$ cat src/rtl/pwm_pkg.sv
// Shared constants and helpers for the multi-channel servo PWM.
// Latency: n/a (compile-time only).
// Backpressure: n/a.
package pwm_pkg;

  localparam int CNT_W_DEF      = 20;
  localparam int PERIOD_RST_DEF = 999_999;  // 20 ms at 50 MHz

  // Write-address width: channels 0..NCH-1 plus the period register at NCH.
  function automatic int calc_aw(input int nch);
    return $clog2(nch + 1);
  endfunction

  // Address of the period shadow register.
  function automatic int addr_period(input int nch);
    return nch;
  endfunction

endpackage

$ cat src/rtl/pwm_servo_channel.sv
// One PWM channel: duty shadow/active registers, enable latch and registered comparator.
// Latency: pwm_o follows the shared counter by one cycle.
// Backpressure: none; writes are always accepted into the shadow register.
//
// Ports:
//   clk, rst   clock and synchronous active-high reset
//   enable     global run; low forces the output low
//   load       transfer shadow -> active (period boundary, or every cycle while disabled)
//   wr         write strobe for this channel's duty shadow
//   wr_data    duty value to write
//   ch_en_i    channel enable, captured into the active copy on load
//   counter    shared period counter
//   pwm_o      registered PWM output
module pwm_servo_channel
  import pwm_pkg::*;
#(
  parameter int CNT_W = CNT_W_DEF
) (
  input  logic             clk,
  input  logic             rst,
  input  logic             enable,
  input  logic             load,
  input  logic             wr,
  input  logic [CNT_W-1:0] wr_data,
  input  logic             ch_en_i,
  input  logic [CNT_W-1:0] counter,
  output logic             pwm_o
);

  logic [CNT_W-1:0] duty_sh_q,  duty_sh_d;
  logic [CNT_W-1:0] duty_act_q, duty_act_d;
  logic             ch_en_act_q, ch_en_act_d;
  logic             pwm_q,       pwm_d;

  always_comb begin
    duty_sh_d   = duty_sh_q;
    duty_act_d  = duty_act_q;
    ch_en_act_d = ch_en_act_q;
    if (wr) begin
      duty_sh_d = wr_data;
    end
    // The active copy takes the shadow's current value, so a write landing
    // on the same edge as a load only takes effect at the following load.
    if (load) begin
      duty_act_d  = duty_sh_q;
      ch_en_act_d = ch_en_i;
    end
    // duty >= period+1 never sees counter reach it, giving a constant high.
    pwm_d = enable && ch_en_act_q && (counter < duty_act_q);
  end

  always_ff @(posedge clk) begin
    if (rst) begin
      duty_sh_q   <= '0;
      duty_act_q  <= '0;
      ch_en_act_q <= 1'b0;
      pwm_q       <= 1'b0;
    end else begin
      duty_sh_q   <= duty_sh_d;
      duty_act_q  <= duty_act_d;
      ch_en_act_q <= ch_en_act_d;
      pwm_q       <= pwm_d;
    end
  end

  assign pwm_o = pwm_q;

endmodule

$ cat src/rtl/pwm_servo_multi.sv
// Multi-channel servo PWM: one shared period counter, NCH duty comparators, boundary-applied shadows.
// Latency: pwm/period_start are registered, one cycle after the counter value they reflect.
// Backpressure: none; register writes are accepted every cycle, including while disabled.
//
// Ports:
//   clk, rst      clock and synchronous active-high reset
//   enable        global run; low holds counter at 0 and forces outputs low
//   wr_en         single-cycle write strobe
//   wr_addr       0..NCH-1 duty registers, NCH period register, others ignored
//   wr_data       write value
//   ch_en         per-channel enable, captured at period boundaries
//   pwm           registered PWM outputs
//   period_start  one-cycle pulse aligned with the first pwm cycle of each period
module pwm_servo_multi
  import pwm_pkg::*;
#(
  parameter int               NCH        = 4,
  parameter int               CNT_W      = CNT_W_DEF,
  parameter logic [CNT_W-1:0] PERIOD_RST = CNT_W'(PERIOD_RST_DEF),
  parameter int               AW         = calc_aw(NCH)
) (
  input  logic             clk,
  input  logic             rst,
  input  logic             enable,
  input  logic             wr_en,
  input  logic [AW-1:0]    wr_addr,
  input  logic [CNT_W-1:0] wr_data,
  input  logic [NCH-1:0]   ch_en,
  output logic [NCH-1:0]   pwm,
  output logic             period_start
);

  localparam logic [AW-1:0] ADDR_PERIOD = AW'(addr_period(NCH));

  logic [CNT_W-1:0] cnt_q,        cnt_d;
  logic [CNT_W-1:0] period_sh_q,  period_sh_d;
  logic [CNT_W-1:0] period_act_q, period_act_d;
  logic             period_start_q, period_start_d;
  logic             boundary;
  logic             load;

  always_comb begin
    boundary = enable && (cnt_q == period_act_q);
    // While disabled the active set tracks the shadows so re-enable starts
    // with the latest settings.
    load = boundary || !enable;

    cnt_d = cnt_q + CNT_W'(1);
    if (!enable || boundary) begin
      cnt_d = '0;
    end

    period_sh_d = period_sh_q;
    if (wr_en && (wr_addr == ADDR_PERIOD)) begin
      period_sh_d = wr_data;
    end

    period_act_d = period_act_q;
    if (load) begin
      period_act_d = period_sh_q;
    end

    period_start_d = enable && (cnt_q == '0);
  end

  always_ff @(posedge clk) begin
    if (rst) begin
      cnt_q          <= '0;
      period_sh_q    <= PERIOD_RST;
      period_act_q   <= PERIOD_RST;
      period_start_q <= 1'b0;
    end else begin
      cnt_q          <= cnt_d;
      period_sh_q    <= period_sh_d;
      period_act_q   <= period_act_d;
      period_start_q <= period_start_d;
    end
  end

  assign period_start = period_start_q;

  for (genvar i = 0; i < NCH; i++) begin : g_ch
    pwm_servo_channel #(
      .CNT_W (CNT_W)
    ) u_ch (
      .clk     (clk),
      .rst     (rst),
      .enable  (enable),
      .load    (load),
      .wr      (wr_en && (wr_addr == AW'(i))),
      .wr_data (wr_data),
      .ch_en_i (ch_en[i]),
      .counter (cnt_q),
      .pwm_o   (pwm[i])
    );
  end

endmodule

$ cat config.mk
export PLATFORM = sky130hd
export DESIGN_NAME = pwm_servo_multi
export DESIGN_NICKNAME = d
export VERILOG_FILES = /design/src/rtl/pwm_pkg.sv /design/src/rtl/pwm_servo_channel.sv /design/src/rtl/pwm_servo_multi.sv
export SDC_FILE = /design/constraint.sdc
export NUM_CORES = 1
export LEC_CHECK = 0
export BUFFER_PORTS_ARGS = -buffer_cell sky130_fd_sc_hd__buf_2
export CAP_MARGIN = 20
export CORE_AREA = 2 2 131 228
export DETAILED_ROUTE_END_ITERATION = 10
export DIE_AREA = 0 0 133 230
export SLEW_MARGIN = 20
export SYNTH_ARGS = -nofsm -noshare
export SYNTH_HDL_FRONTEND = slang
export SYNTH_SLANG_ARGS = --single-unit
$ cat constraint.sdc
create_clock -name clk -period 3.2 [get_ports clk]
set_clock_uncertainty 0.05 [all_clocks]
set_input_delay 0.16 -clock clk [delete_from_list [all_inputs] [get_ports clk]]
set_output_delay 0.16 -clock clk [all_outputs]
set_load 0.1 [all_outputs]
Word-level counts from Yosys, hierarchy flattened --
Cells that the tools add are included.
Cells by class: add/sub/neg operators 1, magnitude comparators 4, eq/ne operators 5, reductions and logical operators 20
Operator list (count):
- less-than comparator 20 bit | 4
- adder 20 x 1 -> 20 bit, second input constant | 1
- == test 20 bit | 1
- zero test 20 bit | 1
- logical AND 1 bit | 15
- == test 3 x 2 -> 1 bit, second input constant | 2
- == test 3 x 1 -> 1 bit, second input constant | 1
- == test 3 bit, second input constant | 1
- zero test 3 bit | 1
- OR reduction 2 bit | 1
- zero test 1 bit | 1
- logical OR 1 bit | 1
Storage, ports and cells: bits in registers 229, input port bits 31, output and inout port bits 5, logic and storage cells 50

Depth between registers and ports, before layout --
Gate-level depths: netlist (run 1).
depth in word-level cells 4, gate-level depth with buffers 10

Cells and area by module --
From an unflattened synthesis (run 1), not the netlist that was laid out.
Second synthesis, totals: cell total of the unflattened synthesis 1150, area, all modules 10587.7 um2
Modules (own cells, without submodules):
- pwm_servo_channel (g_ch[0].u_ch ...) | times used 3, cells an instance 204, area each 1931.9 um2, seq. area each 840.8 um2
- pwm_servo_multi | times used 1, cells an instance 338, area each 2855.2 um2, seq. area each 1221.2 um2
- pwm_servo_channel (g_ch[2].u_ch) | times used 1, cells an instance 200, area each 1936.9 um2, seq. area each 840.8 um2

Worst setup path before layout (run 1) --
Ideal clock, no wire load.
path type register to register, from reg cnt_q[6], to reg g_ch[0].u_ch.duty_act_q[0], setup time 0.136 ns, arrival 1.711 ns, slack 1.303 ns, stages on the path, launching flop included 10, buffers on the path 4, period minus slack after synthesis 1.897 ns, cell sequence dfxtp_1 > buf_2 > xnor2_1 > nand4_1 > or2_1 > buf_2 > buf_2 > clkbuf_1 > a21oi_1 > o311ai_1
On the way: longest elaborated chain between the ends 3
RTL lines:
- from (decl) | line pwm_servo_multi.sv:35 | logic [CNT_W-1:0] cnt_q, cnt_d;
- from (signal assigned) | line pwm_servo_multi.sv:73 | cnt_q <= cnt_d;
- == test 20 bit | line pwm_servo_multi.sv:43 | boundary = enable && (cnt_q == period_act_q);
- logical AND 1 bit | line pwm_servo_multi.sv:43
- logical OR 1 bit | line pwm_servo_multi.sv:46 | load = boundary || !enable;
- to (signal assigned) | line pwm_servo_channel.sv:60 | duty_act_q <= duty_act_d;
- to (decl) | line pwm_servo_channel.sv:31 | logic [CNT_W-1:0] duty_act_q, duty_act_d;
Every way passes these cells. A chain may end at the register's enable or synchronous reset.

Final worst setup path (run 1) --
from reg cnt_q[16], to reg period_act_q[4]
On the way: longest elaborated chain between the ends 3
RTL lines:
- == test 20 bit | line pwm_servo_multi.sv:43
- logical AND 1 bit | line pwm_servo_multi.sv:43
- logical OR 1 bit | line pwm_servo_multi.sv:46
- to (signal assigned) | line pwm_servo_multi.sv:75 | period_act_q <= period_act_d;
- to (decl) | line pwm_servo_multi.sv:37 | logic [CNT_W-1:0] period_act_q, period_act_d;
Every way passes these cells.

==> results.py, run 1 <==
metrics = {
    "outcome": {
        "status": "completed",
    },
    "power_and_ir_drop": {
        "total_power_uw": 6190,
        "peakVddDrop_v": 0.000413,
        "p_leak_uw": 0.00490,
        "cellPowerDensity_nw_per_um2": 440,
    },
    "detailed_routing": {
        "wire_per_inst_um": 19.2,
        "drc_errors": 0,
        "drtAntennaViolNets": 0,
        "drtPass1Iterations": 7,
        "routed_wirelength_um": 39200,
        "via_per_inst": 5.84,
        "drt_iter0_markers": 1000,
        "vias": 11900,
    },
    "worst_setup_path": {
        "max_stage_delay_ns": 0.74,
        "crit_fanout": 60,
        "crit_chain": "xnor2_1 > nand4_1 > or2_4 > buf_4 > o211ai_1 > o211ai_1",
        "worst_path_max_delay_cell": "or2_4",
        "crit_top_cell": "o211ai_1",
        "crit_type": "reg2reg",
        "worstPathRequired_ns": 3.61,
        "worstPathArrival_ns": 2.90,
        "endpoint_kind": "flip-flop",
        "rr_worst_depth": 6,
        "start_kind": "flip-flop",
    },
    "sta": {
        "tns_ns": 0,
        "relSlewSlack": 0.241,
        "max_clock_freq_mhz": 402,
        "rsz0062_at_grt": "false",
        "hold_violations": 0,
        "final_max_slew_viol_count": 0,
        "period_share": 0.778,
        "worst_pin_slew_ns": 1.14,
        "fin_crit_ns": 2.49,
        "final-setup-viol-count": 0,
    },
    "clocking": {
        "root_buffer": "clkbuf_16",
        "clock_sinks": 229,
        "cts.clk_slew.worst_paths_ns": 0.06,
        "clock_latency_ns": 0.54,
        "cts_buffers": 24,
        "cts_buffer_depth": 3,
        "htree_levels": 1,
        "cts_tree": "yes",
        "cts_resized": 0,
        "post_cts_buffers": 0,
        "hold_buffers": 26,
    },
    "yosys": {
        "yosysUniqueCellTypes": 41,
        "ys_warn_count": 0,
        "syn_area_um2": 12700,
        "async_reset_ff_frac": 0,
        "ys_seq_area_frac": 0.361,
        "synth_cells": 1662,
        "synth_edf_count": 0,
        "synthFlopType": "dfxtp_1",
        "synth_fp_nets": 1771,
        "synth_area_per_cell_um2": 7.65,
        "synth-seq-cells": 229,
    },
    "cells_and_area": {
        "final_net_count": 1750,
        "n_antenna_cell": 0,
        "nFillCells": 2811,
        "layout_common_cells": "308 x nand2_1, 229 x dfxtp_1, 215 x a21oi_1",
        "final_area_um2": 14100,
        "final_common_cell": "nand2_1",
        "drive_gt1_frac": 0.0718,
        "area_delta_synth_final_pct": 10.9,
    },
    "placed_design": {
        "gp_congestion": 0.849,
        "portBuffers": 35,
        "place_area_um2": 13100,
        "hpwl_um": 24600,
    },
    "worst_hold_path": {
        "min_path_type": "in2reg",
        "hold_depth": 4,
    },
    "die": {
        "pin_count": 36,
        "num_rows": 82,
        "core-area_um2": 28600,
        "chipHeight_um": 230,
        "start_util": 0.444,
        "dieArea_um2": 30600,
        "die_w_um": 133,
    },
    "grt": {
        "grt_pass1_vias": 11200,
        "grt_max_degree": 198,
        "overflow": 0,
        "antenna_found_initial": 0,
        "grt_pass1_wl_um": 61800,
        "track_usage": 0.254,
    },
    "flow_run": {
        "drv_cap": 0,
    },
}
[final timing paths]
kind	start	endpoint	slack, ns
max	cnt_q[16]	period_act_q[4]	0.71
min	wr_addr[1]	g_ch[1].u_ch.duty_sh_q[6]	0.13
max reg2reg	cnt_q[16]	period_act_q[4]	0.71
min reg2reg	g_ch[1].u_ch.duty_sh_q[2]	g_ch[1].u_ch.duty_sh_q[2]	0.42
[per-stage QoR]
step,setup slack (ns),hold slack (ns),std cells,utilization
after floorplan,1.30,0.246,1662,-
after global placement,0.762,0.325,1967,0.457
after detailed placement,0.738,0.336,1967,0.457
after CTS,0.726,0.114,2035,0.492
after global routing,0.559,0.163,2035,0.492
final,0.710,0.129,2035,0.492
[power by group]
group	total [uW]	internal, uW	switching [uW]
sequential	2950	2910	41.5
combinational	483	144	339
clock	2760	1550	1210
[cell type report]
| cell class | instances | area, um^2 | share of cell area |
|---|---|---|---|
| timing repair buffer | 104 | 853 | 0.0606 |
| clock inverter | 4 | 23.8 | 0.00169 |
| clock buffer | 38 | 724 | 0.0514 |
| sequential | 229 | 4580 | 0.325 |
| multi-input combinational | 1186 | 7070 | 0.502 |
| tap | 378 | 473 | 0.0336 |
| inverter | 96 | 362 | 0.0257 |
[worst max-delay path: cells and delay by family, from the launching register on]
kind | cells | cell delay [ns]
buffers and inverters | 1 | 0.35
DFF | 1 | 0.68
xor gates and xnor gates | 1 | 0.13
and+or+nand+nor | 2 | 0.90
AOI/OAI and AO/OA | 2 | 0.28
[flip-flops by register name (all words and copies together), names as in the netlist]
register,flops
period_sh_q,20
g_ch.u_ch.duty_act_q,80
g_ch.u_ch.ch_en_act_q,4
period_start,1
period_act_q,20
g_ch.u_ch.duty_sh_q,80
g_ch.u_ch.pwm_o,4
cnt_q,20
[cells by family (layout without fill, tap and decap cells)]
logic type,count (synthesis),in the layout,synth area share
flops,229,229,0.361
xor+xnor,38,38,0.0262
fa+ha+maj,78,78,0.0768
buf+inv,247,242,0.0842
compound gates,377,377,0.187
simple gates,693,693,0.265
[per-layer routing]
metal,part of all wire,track usage
met5,0,0
met4,0.040,0.110
met3,0.042,0.0214
met2,0.50,0.445
met1,0.42,0.318
[cells in the mapped netlist (all sizes together), types with 10 or more instances]
library cell	count	share of area
nor4	10	0.0059
nand4	105	0.052
o21ai	16	0.0063
buf	44	0.024
xnor2	17	0.012
nand3	11	0.0043
dfxtp	229	0.36
o311ai	92	0.063
o211ai	37	0.022
a21oi	215	0.085
nor2	132	0.039
ha	78	0.077
inv	96	0.028
nand2	308	0.091
clkbuf	107	0.032
xor2	21	0.014
nor3b	92	0.054
Power figures use the tool's default switching activity.
==> run 2, diff against run 1 <==
ABC_AREA = 1   (was unset)
CORE_AREA = 2 2 122 213   (was 2 2 131 228)
DIE_AREA = 0 0 124 215   (was 0 0 133 230)
clock period = 2.26 ns   (was 3.2 ns; I/O delays follow)
==> run 2 against run 1 <==
- clock power rose by 53%
- first-iteration DRC count down 36%
- routed wire length shrank 14%
- maximum frequency grew 19%
- critical path depth rose by 5
- sequential share of layout area is 2.4 points higher
- core utilization up 3.2 points
- via count down 15%
- power grew 53%
- clock-buffer cell count shrank 9
- register-to-register slack worse by 0.54 ns
==> results.py, run 2 <==
metrics = {
    "sta": {
        "rsz0062_at_grt": "false",
        "worst_pin_slew_ns": 1.03,
        "hold_violations": 0,
        "final-setup-viol-count": 0,
        "max_clock_freq_mhz": 479,
        "period_share": 0.923,
        "relSlewSlack": 0.314,
        "fin_hold_ws_ns": 0.140,
        "fin_crit_ns": 2.09,
        "final_max_slew_viol_count": 0,
    },
    "yosys": {
        "synth-seq-cells": 229,
        "synth_edf_count": 0,
        "synthFlopType": "dfxtp_1",
        "ys_warn_count": 0,
        "synth_fp_nets": 1692,
        "yosysUniqueCellTypes": 29,
        "async_reset_ff_frac": 0,
        "syn_area_um2": 11100,
        "synth_cells": 1583,
        "yosys.area.top_type_share": 0.413,
        "synth_area_per_cell_um2": 7.01,
        "synth_commonest_cells": "383 x nor2_1, 267 x nand2_1, 229 x dfxtp_1",
        "ys_seq_area_frac": 0.413,
        "synth_top_area_cell": "dfxtp_1",
        "synth.area.top_cells": "dfxtp_1 41%, nor2_1 13%, nand2_1 9.0%, ha_1 8.8%, nand3_1 6.2%",
        "post-synth-top-count-cell": "nor2_1",
    },
    "cells_and_area": {
        "n_antenna_cell": 0,
        "layout_common_cells": "381 x nor2_1, 267 x nand2_1, 229 x dfxtp_1",
        "final_common_cell": "nor2_1",
        "drive_gt1_frac": 0.118,
        "nFillCells": 2508,
        "final_area_um2": 13100,
        "final_util": 0.524,
        "layout.cells.non_filler": 2007,
        "final_net_count": 1784,
        "reg_top3": "g_ch.u_ch.duty_act_q (80), g_ch.u_ch.duty_sh_q (80)",
        "area_delta_synth_final_pct": 18.3,
    },
    "grt": {
        "track_usage": 0.258,
        "overflow": 0,
        "grt_pass1_wl_um": 52300,
        "grt_pass1_vias": 9598,
        "grt_max_degree": 206,
        "antenna_found_initial": 0,
    },
    "clocking": {
        "clock_sinks": 229,
        "cts_tree": "yes",
        "cts.clk_slew.worst_paths_ns": 0.06,
        "cts_buffers": 23,
        "cts_buffer_depth": 3,
        "htree_levels": 1,
        "root_buffer": "clkbuf_16",
        "clock_latency_ns": 0.53,
    },
    "worst_setup_path": {
        "worstPathArrival_ns": 2.50,
        "endpoint_kind": "flip-flop",
        "rr_worst_depth": 11,
        "start_kind": "flip-flop",
        "r2r_start": "cnt_q[15]",
        "reg2reg_slack_ns": 0.17,
        "crit_fanout": 21,
        "worstPathRequired_ns": 2.67,
        "reg2reg_to": "cnt_q[18]",
        "crit_type": "reg2reg",
    },
    "die": {
        "pin_count": 36,
        "dieArea_um2": 26700,
        "start_util": 0.443,
        "num_rows": 77,
        "die_w_um": 124,
        "chipHeight_um": 215,
        "core-area_um2": 25000,
    },
    "power_and_ir_drop": {
        "peakVddDrop_v": 0.000545,
        "cellPowerDensity_nw_per_um2": 722,
        "p_leak_uw": 0.00630,
        "total_power_uw": 9480,
    },
    "detailed_routing": {
        "routed_wirelength_um": 33800,
        "vias": 10100,
        "drtPass1Iterations": 5,
        "drc_errors": 0,
        "wire_per_inst_um": 16.8,
        "drt_iter0_markers": 643,
        "drtAntennaViolNets": 0,
        "via_per_inst": 5.03,
    },
    "worst_hold_path": {
        "worstHoldEndpoint": "period_sh_q[14]",
        "hold_depth": 5,
        "min-delay-start": "wr_addr[2]",
        "min_path_type": "in2reg",
    },
    "placed_design": {
        "hpwl_um": 23100,
        "place_inst": 1938,
        "place_area_um2": 12000,
        "portBuffers": 35,
        "gp_congestion": 0.974,
    },
    "flow_run": {
        "drv_cap": 0,
    },
    "outcome": {
        "status": "completed",
    },
}
[run 2: changes by cell type after synthesis, sizes merged, moves of 85 or more]
cell	delta
nor3b	-92
nor2	+251
nand4	-90
a21oi	-160
o311ai	-92
o21ai	+85
nand3	+137
[run 2: final cells by class]
| type | count | area [um^2] | area share |
|---|---|---|---|
| Clock inverter | 12 | 173 | 0.0131 |
| Sequential cell | 229 | 4580 | 0.349 |
| Tap cell | 316 | 395 | 0.0301 |
| Multi-Input combinational cell | 1103 | 5530 | 0.421 |
| Clock buffer | 29 | 648 | 0.0494 |
| Inverter | 168 | 636 | 0.0484 |
| Timing Repair Buffer | 150 | 1170 | 0.0890 |
[run 2: what timing repair did]
action,CTS,global route
resized for setup,0,2
setup endpoints to repair,80,39
pin swaps,1,1
hold buffers,26,0
buffers inserted,0,1
hold endpoints to repair,104,0
cloned,1,0
[run 2: how the worst max path moves through the flow]
stage / startpoint / end / slack (ns)
2_1_floorplan: cnt_q[9] / period_act_q[14] / 0.57
3_3_place_gp: cnt_q[15] / g_ch[3].u_ch.ch_en_act_q / -0.07
3_5_place_dp: cnt_q[15] / cnt_q[18] / -0.12
4_1_cts: cnt_q[15] / g_ch[0].u_ch.duty_act_q[4] / 0.09
5_1_grt: cnt_q[18] / g_ch[1].u_ch.ch_en_act_q / 0.006
6_report: cnt_q[15] / cnt_q[18] / 0.17
[run 2: metal layers]
layer | vias up | GRT usage | wire length (um) | share of wire
li1 | 5178 | - | - | -
met1 | 4619 | 0.299 | 13300 | 0.39
met2 | 216 | 0.459 | 17400 | 0.52
met3 | 73 | 0.0263 | 1260 | 0.037
met4 | 0 | 0.131 | 1790 | 0.053
met5 | - | 0 | 0 | 0
[run 2: power by group]
group | total [uW] | internal (uW) | leakage, uW | switching, uW
Combinational | 987 | 351 | 0.00403 | 636
Clock | 4210 | 2490 | 0.000401 | 1720
Sequential | 4280 | 4210 | 0.00187 | 72.3
[run 2: worst max-delay path: stages, from the launching register on]
cell and delay [ns]:
dfxtp_1 0.41, nand2_1 0.07, nand2_1 0.12, inv_1 0.05, nand2_1 0.06, nor2_1 0.04
nand2_1 0.08, nor2_2 0.08, nor2_4 0.59, nand2_1 0.14, buf_4 0.22, nor2_1 0.12
[run 2: cells by family after synthesis]
kind of cell | synth area share
AOI/OAI and AO/OA | 0.0764
xor gates and xnor gates | 0.0142
DFF | 0.413
and+or+nand+nor | 0.315
buffers and inverters | 0.0931
adders and majority gates | 0.0879
[run 2: per-stage QoR]
step | setup WS [ns] | setup TNS (ns)
finish | 0.174 | 0
global route | 0.00605 | 0
floorplan | 0.567 | 0
detailed placement | -0.115 | -5.02
global placement | -0.0734 | -2.93
CTS | 0.0914 | 0
==> run 3, diff against run 2 <==
CORE_AREA = 2 2 161 163   (was 2 2 122 213)
CTS_CLUSTER_DIAMETER = 40   (was unset)
DIE_AREA = 0 0 163 165   (was 0 0 124 215)
==> run 3 against run 2 <==
- clock-buffer cell count is 19 higher
- critical path depth grew 1
- core utilization is 1.1 points higher
- critical endpoint is now g_ch[2].u_ch.duty_act_q[17]
==> results.py, run 3 (synthesis gave the netlist of run 2 again) <==
metrics = {
    "worst_setup_path": {
        "crit_chain": "inv_2 > nand2_1 > nand2_1 > nor2_1 > nand2_1 > nor2_1 > nand3_4 > buf_12 > buf_12 > nand3_1 > nand2_1 > nor2_1",
        "crit_top_cell": "nand2_1",
        "max_stage_delay_ns": 0.47,
        "start_kind": "flip-flop",
        "worstPathArrival_ns": 2.40,
        "worst_path_max_delay_cell": "dfxtp_1",
        "crit_type": "reg2reg",
        "crit_fanout": 21,
        "reg2reg_slack_ns": 0.27,
        "path_buf_inv": 3,
        "endpoint_kind": "flip-flop",
        "worstPathRequired_ns": 2.66,
        "cp_top_family": "simple AND/OR/NAND/NOR gates",
    },
    "die": {
        "die_w_um": 163,
        "dieArea_um2": 26900,
        "chipHeight_um": 165,
        "pin_count": 36,
        "core-area_um2": 25000,
        "start_util": 0.443,
        "num_rows": 58,
    },
    "cells_and_area": {
        "final_common_cell": "nor2_1",
        "drive_gt1_frac": 0.111,
        "reg_top3": "g_ch.u_ch.duty_act_q (80), g_ch.u_ch.duty_sh_q (80)",
        "final_util": 0.536,
        "multi_input_area_um2": 5520,
        "area_delta_synth_final_pct": 20.8,
        "layout.cells.non_filler": 2010,
        "ff_latch_area_um2": 4580,
        "final_area_um2": 13400,
        "nFillCells": 2440,
        "layout_common_cells": "381 x nor2_1, 267 x nand2_1, 229 x dfxtp_1",
        "final_net_count": 1760,
    },
    "grt": {
        "track_usage": 0.240,
        "grt_max_degree": 94,
        "overflow": 0,
        "antenna_found_initial": 1,
        "grt_pass1_vias": 9103,
        "grt_pass1_wl_um": 50300,
    },
    "clocking": {
        "cts_tree": "yes",
        "cts_buffers": 38,
        "htree_levels": 2,
        "cts.clk_slew.worst_paths_ns": 0.06,
        "clock_sinks": 229,
        "cts_buffer_depth": 3,
        "root_buffer": "clkbuf_16",
        "clock_latency_ns": 0.52,
    },
    "sta": {
        "tns_ns": 0,
        "rsz0062_at_grt": "false",
        "hold_violations": 0,
        "fin_crit_ns": 1.99,
        "max_clock_freq_mhz": 501,
        "final_max_slew_viol_count": 0,
        "worst_pin_slew_ns": 0.973,
        "final-setup-viol-count": 0,
        "period_share": 0.882,
        "relSlewSlack": 0.351,
    },
    "power_and_ir_drop": {
        "cellPowerDensity_nw_per_um2": 852,
        "p_leak_uw": 0.00640,
        "peakVddDrop_v": 0.000526,
    },
    "detailed_routing": {
        "vias": 10000,
        "routed_wirelength_um": 31900,
        "wire_per_inst_um": 15.9,
        "via_per_inst": 4.99,
        "drtAntennaViolNets": 0,
        "drc_errors": 0,
        "drtPass1Iterations": 5,
        "drt_iter0_markers": 755,
    },
    "placed_design": {
        "place_area_um2": 11700,
        "portBuffers": 35,
        "hpwl_um": 21200,
        "gp_congestion": 0.930,
        "place_inst": 1911,
    },
    "flow_run": {
        "drv_cap": 0,
    },
    "worst_hold_path": {
        "min_path_type": "in2reg",
    },
    "outcome": {
        "status": "completed",
    },
}
run 3: cell types whose count changed in the layout (fill, tap and decap cells not counted), moves of 2 or more:
cell,previous run,this run
buf_4,85,46
bufinv_16,4,6
clkbuf_16,23,39
clkbuf_8,5,8
clkinv_2,4,6
clkinv_8,0,2
inv_6,1,5
run 3: what timing repair did:
action	in CTS	in global routing
buffers inserted	0	3
hold buffers	26	0
endpoints found under the setup margin	0	18
gates resized for setup	0	1
hold endpoints to repair	115	0
run 3: routing by layer:
layer  GRT usage  vias to the layer above  share of wire
li1            -                     5150              -
met1       0.330                     4621           0.47
met2       0.395                      215           0.46
met3      0.0412                       38          0.051
met4      0.0523                        0          0.015
met5           0                        -              0
run 3: final cells by class:
type	instances	share of cell area
Clock buffer	48	0.0813
Timing Repair Buffer	111	0.0653
Sequential cell	229	0.342
Antenna cell	1	0.000187
Tap cell	330	0.0308
Inverter	168	0.0474
Multi-Input combinational cell	1103	0.411
Clock inverter	20	0.0219
run 3: stage by stage:
step / setup slack (ns) / hold WS (ns) / total power, uW
floorplan: 0.567 / 0.176 / 4970
global placement: 0.196 / 0.294 / 5250
detailed placement: 0.174 / 0.292 / 5270
CTS: 0.159 / 0.00686 / 11500
global route: 0.0316 / 0.0576 / 11900
finish: 0.266 / 0.0327 / 11400
run 3: path summary, 6_finish.rpt:
kind | to | depth (start not counted) | from
setup / recovery | g_ch[2].u_ch.duty_act_q[17] | 12 | cnt_q[0]
hold reg to reg | g_ch[3].u_ch.duty_sh_q[4] | 2 | g_ch[3].u_ch.duty_sh_q[4]
setup reg to reg | g_ch[2].u_ch.duty_act_q[17] | 12 | cnt_q[0]
hold / removal | g_ch[1].u_ch.duty_sh_q[6] | 5 | wr_addr[1]
run 3: worst min-delay path: cells and delay by family:
kind,cells,cell delay [ns]
buffers and inverters,2,0.26
AND/OR/NAND/NOR,3,0.20
run 3: power breakdown:
| group | internal, uW | total, uW | leakage (uW) | switching [uW] |
|---|---|---|---|---|
| clock | 4120 | 6190 | 0.000684 | 2070 |
| sequential | 4220 | 4290 | 0.00187 | 70.0 |
| combinational | 327 | 944 | 0.00384 | 618 |
